## config.mk

```make
export PLATFORM = sky130hd
export DESIGN_NAME = pipe_ctrl
export DESIGN_NICKNAME = d
export VERILOG_FILES = /design/src/rtl/pipe_pkg.sv /design/src/rtl/hazard_detect.sv /design/src/rtl/pipe_ctrl.sv
export SDC_FILE = /design/constraint.sdc
export NUM_CORES = 1
export LEC_CHECK = 0
export ABC_AREA = 1
export ABC_CLOCK_PERIOD_IN_PS = 2550
export CORE_MARGIN = 3
export CORE_UTILIZATION = 48
export DETAILED_ROUTE_END_ITERATION = 16
export PLACE_DENSITY = 0.79
export SYNTH_ARGS = -nofsm -noshare
export SYNTH_HDL_FRONTEND = slang
export SYNTH_HIERARCHICAL = 1
export SYNTH_SLANG_ARGS = --single-unit
```

## constraint.sdc

```tcl
create_clock -name clk -period 2.55 [get_ports clk]
set_clock_uncertainty 0.15 [all_clocks]
set_input_delay 0.51 -clock clk [delete_from_list [all_inputs] [get_ports clk]]
set_output_delay 0.51 -clock clk [all_outputs]
set_load 0.03 [all_outputs]
```

## src/rtl/pipe_pkg.sv

```systemverilog
// Shared types for the pipeline controller: FSM state encoding and the bubble instruction.
// No logic; no latency or backpressure.
package pipe_pkg;

    typedef enum logic [1:0] {
        RUN   = 2'd0,
        MWAIT = 2'd1,
        ERR   = 2'd2
    } state_t;

    localparam logic [31:0] NOP = 32'h0;

endpackage

```

## src/rtl/hazard_detect.sv

```systemverilog
// Load-use hazard comparator between the ID instruction's sources and the EX load's destination.
// Purely combinational, zero latency; no backpressure of its own.
module hazard_detect
    import pipe_pkg::*;
#(
    parameter int REG_W = 5
) (
    input  logic [REG_W-1:0] id_rs,
    input  logic [REG_W-1:0] id_rt,
    input  logic             id_use_rs,
    input  logic             id_use_rt,
    input  logic             ex_is_load,
    input  logic [REG_W-1:0] ex_rd,
    output logic             load_use
);

    // Register 0 is hardwired zero, so a load into it never creates a dependency.
    assign load_use = ex_is_load && (ex_rd != '0) &&
                      ((id_use_rs && (id_rs == ex_rd)) ||
                       (id_use_rt && (id_rt == ex_rd)));

endmodule

```

## src/rtl/pipe_ctrl.sv

```systemverilog
// Pipeline stall/flush controller: load-use bubbles, branch flushes, data-memory wait and timeout.
// Outputs combinational from state and inputs (zero latency); a pending memory access freezes every stage.
module pipe_ctrl
    import pipe_pkg::*;
#(
    parameter int REG_W   = 5,
    parameter int TIMEOUT = 16,
    parameter int CNT_W   = 16
) (
    input  logic             clk,
    input  logic             rst,
    input  logic [REG_W-1:0] id_rs,
    input  logic [REG_W-1:0] id_rt,
    input  logic             id_use_rs,
    input  logic             id_use_rt,
    input  logic             ex_is_load,
    input  logic [REG_W-1:0] ex_rd,
    input  logic             ex_branch_taken,
    input  logic             ma_mem_req,
    input  logic             ma_mem_ready,
    output logic             pc_en,
    output logic             ifid_en,
    output logic             idex_en,
    output logic             exma_en,
    output logic             mawb_en,
    output logic             ifid_flush,
    output logic             idex_flush,
    output logic             wb_valid,
    output logic             mem_err,
    output logic [CNT_W-1:0] stall_cnt
);

    localparam int WAIT_W = $clog2(TIMEOUT + 1);
    localparam logic [WAIT_W-1:0] WAIT_LAST = WAIT_W'(TIMEOUT - 1);

    state_t            state, state_nxt;
    logic [WAIT_W-1:0] wait_cnt;
    logic              load_use;
    logic              mem_busy;
    logic              issue;
    logic              wb_valid_q;

    hazard_detect #(.REG_W(REG_W)) u_hazard (
        .id_rs      (id_rs),
        .id_rt      (id_rt),
        .id_use_rs  (id_use_rs),
        .id_use_rt  (id_use_rt),
        .ex_is_load (ex_is_load),
        .ex_rd      (ex_rd),
        .load_use   (load_use)
    );

    assign mem_busy = ma_mem_req && !ma_mem_ready;

    always_comb begin
        state_nxt  = state;
        issue      = 1'b0;
        pc_en      = 1'b0;
        ifid_en    = 1'b0;
        idex_en    = 1'b0;
        exma_en    = 1'b0;
        mawb_en    = 1'b0;
        ifid_flush = 1'b0;
        idex_flush = 1'b0;

        case (state)
            RUN: begin
                if (mem_busy) state_nxt = MWAIT;
                else          issue     = 1'b1;
            end
            MWAIT: begin
                // A ready on the timeout cycle still completes the access.
                if (ma_mem_ready) begin
                    state_nxt = RUN;
                    issue     = 1'b1;
                end else if (wait_cnt >= WAIT_LAST) begin
                    state_nxt = ERR;
                end
            end
            ERR:     state_nxt = ERR;
            default: state_nxt = RUN;
        endcase

        if (issue) begin
            pc_en   = 1'b1;
            ifid_en = 1'b1;
            idex_en = 1'b1;
            exma_en = 1'b1;
            mawb_en = 1'b1;
            if (ex_branch_taken) begin
                ifid_flush = 1'b1;
                idex_flush = 1'b1;
            end else if (load_use) begin
                pc_en      = 1'b0;
                ifid_en    = 1'b0;
                idex_flush = 1'b1;
            end
        end

        if (rst) begin
            pc_en      = 1'b0;
            ifid_en    = 1'b0;
            idex_en    = 1'b0;
            exma_en    = 1'b0;
            mawb_en    = 1'b0;
            ifid_flush = 1'b1;
            idex_flush = 1'b1;
        end
    end

    // The RUN cycle that detects the miss is the first wait cycle.
    always_ff @(posedge clk or posedge rst) begin
        if (rst) begin
            state      <= RUN;
            wait_cnt   <= '0;
            wb_valid_q <= 1'b0;
            stall_cnt  <= '0;
        end else begin
            state      <= state_nxt;
            wb_valid_q <= mawb_en;
            if (state_nxt == MWAIT)
                wait_cnt <= (state == RUN) ? WAIT_W'(1) : wait_cnt + WAIT_W'(1);
            else
                wait_cnt <= '0;
            if (!pc_en && (stall_cnt != '1))
                stall_cnt <= stall_cnt + CNT_W'(1);
        end
    end

    assign wb_valid = wb_valid_q;
    assign mem_err  = (state == ERR);

endmodule

```

==> impl_metrics.py <==
metrics = {
    "timing": {
        "fin_crit_sh_pct": 98.6,
        "period_needed_ps": 2510,
        "fmax_mhz": 398,
        "worst_slew_pin_slew_ps": 319,
        "finalHoldViolCount": 0,
        "final-setup-viol-count": 0,
        "fin_hold_ws_ps": 392,
        "slew_viol_final": 0,
        "slew-limit-headroom_pct": 78.7,
    },
    "synth": {
        "syn-cell-area_um2": 1730,
        "yosys_warnings": 6,
        "synth_edf_count": 0,
        "ys_top_cells_by_count": "nand2_1 (103), inv_1 (32), nor2_1 (28)",
        "yosysMostFrequentCell": "nand2_1",
        "synth_top_area_cell": "dfrtp_1",
        "synthFlopType": "dfrtp_1",
        "async_flop_share_pct": 100,
        "ys_top_cells_by_area": "dfrtp_1 (35%), nand2_1 (22%), inv_1 (6.9%)",
        "syn_nets": 291,
        "synthCells": 265,
        "synth_seq_cells": 24,
        "ys_seq_area_share_pct": 34.7,
        "synth_cell_type_count": 26,
        "avgSynthCellArea_um2": 6.54,
        "netlist.area_leader.share_pct": 34.7,
    },
    "routing": {
        "drc_errors": 0,
        "wirelength_um": 4020,
        "wl_per_cell_um": 11.2,
        "dr.pass1.iters": 4,
        "ant_nets": 0,
        "vias": 1710,
        "via_per_inst": 4.75,
        "drtIter0Drc": 67,
    },
    "worst_setup_path": {
        "critical_path_class": "input port to output pin",
        "crit_fanout": 2,
        "worstSetupEndpointType": "output pin",
        "arrival_ps": 1850,
        "cp.required_ps": 1890,
        "cp-start-kind": "input port",
    },
    "clock_network": {
        "cts_sinks": 24,
        "cts_made_buffers": 3,
        "cts_tree": "yes",
        "clk_pin_slew_ps": 130,
        "root_buffer": "clkbuf_4",
        "cts_buffer_depth": 2,
        "htreeDepth": 1,
        "clock_latency_ps": 320,
    },
    "grt": {
        "track_usage_pct": 20.0,
        "antenna_found_initial": 0,
        "grt_pass1_vias": 1561,
        "grt_max_degree": 18,
        "grt_pass1_wl_um": 6840,
        "overflow": 0,
    },
    "layout": {
        "fin_cells": 360,
        "area_growth_pct": 31.8,
        "drive_gt1_share_pct": 15.0,
        "insertedDiodeCount": 0,
        "final_util_pct": 66.8,
        "final.fill_count": 330,
        "final_cell_area_um2": 2280,
        "nets": 342,
        "multi_input_area_um2": 935,
        "regArea_um2": 601,
    },
    "worst_hold_path": {
        "hold_class": "flip-flop to flip-flop",
    },
    "floorplanning": {
        "core_area_um2": 3420,
        "die-area_um2": 4370,
        "die_h_um": 66.1,
        "ioPinCount": 48,
        "std_cell_rows": 21,
        "initial_core_util_pct": 50.7,
        "fp.dieW_um": 66.1,
    },
    "run": {
        "maxCapViolations": 0,
    },
    "placement": {
        "dpl_cell_area_um2": 2220,
        "place.gp.congestion": 0.847,
        "dpl.hpwl_um": 3090,
        "post-place-cells": 356,
        "io_buffers": 47,
    },
    "outcome": {
        "outcome": "finished, final reports clean",
    },
    "power_and_ir_drop": {
        "power.density_nw_per_um2": 277,
        "p_total_uw": 632,
        "ir_drop_mv": 0.143,
        "p_leak_uw": 0.00122,
    },
}
==> power by group <==
part | switching [µW] | internal, µW | leakage (µW)
Combinational | 40.0 | 40.3 | 0.000892
Clock | 116 | 55.4 | 0.0000138
Sequential | 0 | 381 | 0.000316
==> sequential cells by signal, indices dropped and copies added (netlist names) <==
name and cells:
stall_cnt 16, state 2, wait_cnt 5, wb_valid 1
==> per-stage QoR <==
stage	setup TNS, ps	setup WS, ps
2_1_floorplan	0	176
3_3_place_gp	-230	-81.5
6_report	0	36.8
4_1_cts	0	9.33
5_1_grt	-12.1	-7.57
3_5_place_dp	-296	-105
==> final cells by class <==
type | instances | share of cell area (%)
multi-input combinational | 196 | 40.9
tap | 46 | 2.52
timing repair buffer | 51 | 22.2
inverter | 40 | 7.01
clock buffer | 3 | 0.986
sequential | 24 | 26.3
==> routing by layer <==
layer / wire, µm / GRT usage [%]
met1: 1930 / 27.5
met4: 55 / 6.85
met2: 1900 / 32.1
met3: 134 / 2.89
met5: 0 / 0
==> placed cells by master (no fill, tap or decap), types with 2 or more instances in the layout <==
master | Yosys | final
nand2_1 | 103 | 103
inv_1 | 32 | 29
nor2_1 | 28 | 28
clkdlybuf4s50_1 | 0 | 27
dfrtp_1 | 24 | 24
nand2_2 | 15 | 15
nand3_1 | 10 | 10
dlymetal6s2s_1 | 0 | 9
buf_4 | 3 | 9
inv_2 | 6 | 8
xnor2_1 | 6 | 6
o21ai_0 | 7 | 6
nand4_1 | 5 | 5
a21oi_1 | 6 | 5
o21ai_1 | 3 | 4
dlygate4sd2_1 | 0 | 4
ha_1 | 3 | 3
clkbuf_4 | 0 | 3
nor2_2 | 2 | 2
buf_6 | 2 | 2
==> path summary, 6_finish.rpt <==
kind	start	endpoint	slack, ps	depth (start not counted)
setup / recovery	id_rt[0]	ifid_en	40	11
hold / removal	state[0]	state[1]	390	1
setup reg to reg	stall_cnt[0]	stall_cnt[13]	790	10
hold reg to reg	state[0]	state[1]	390	1
max in group asynchronous	rst	stall_cnt[10]	1590	3
min in group asynchronous	rst	stall_cnt[8]	460	3
==> kinds of logic after synthesis <==
group | synth area share, %
adders and majority gates | 2.17
AOI/OAI and AO/OA | 5.42
xor gates and xnor gates | 3.54
buffers and inverters | 11.6
and+or+nand+nor | 42.6
DFF | 34.7
==> critical path: stages <==
cell,delay (ps)
clkdlybuf4s50_1,470
inv_1,40
nand2_1,50
nand2_1,40
nor2_1,90
nand3_1,100
a21oi_2,160
nand2_1,80
nand4_2,110
inv_2,60
buf_6,140
==> timing repair <==
action / CTS / global route
buffers inserted: 0 / 1
pin swaps: 1 / 8
hold buffers: 0 / 0
gates resized for setup: 9 / 10
setup endpoints to repair: 3 / 3
No activity file was read; power rests on OpenSTA's default activity.
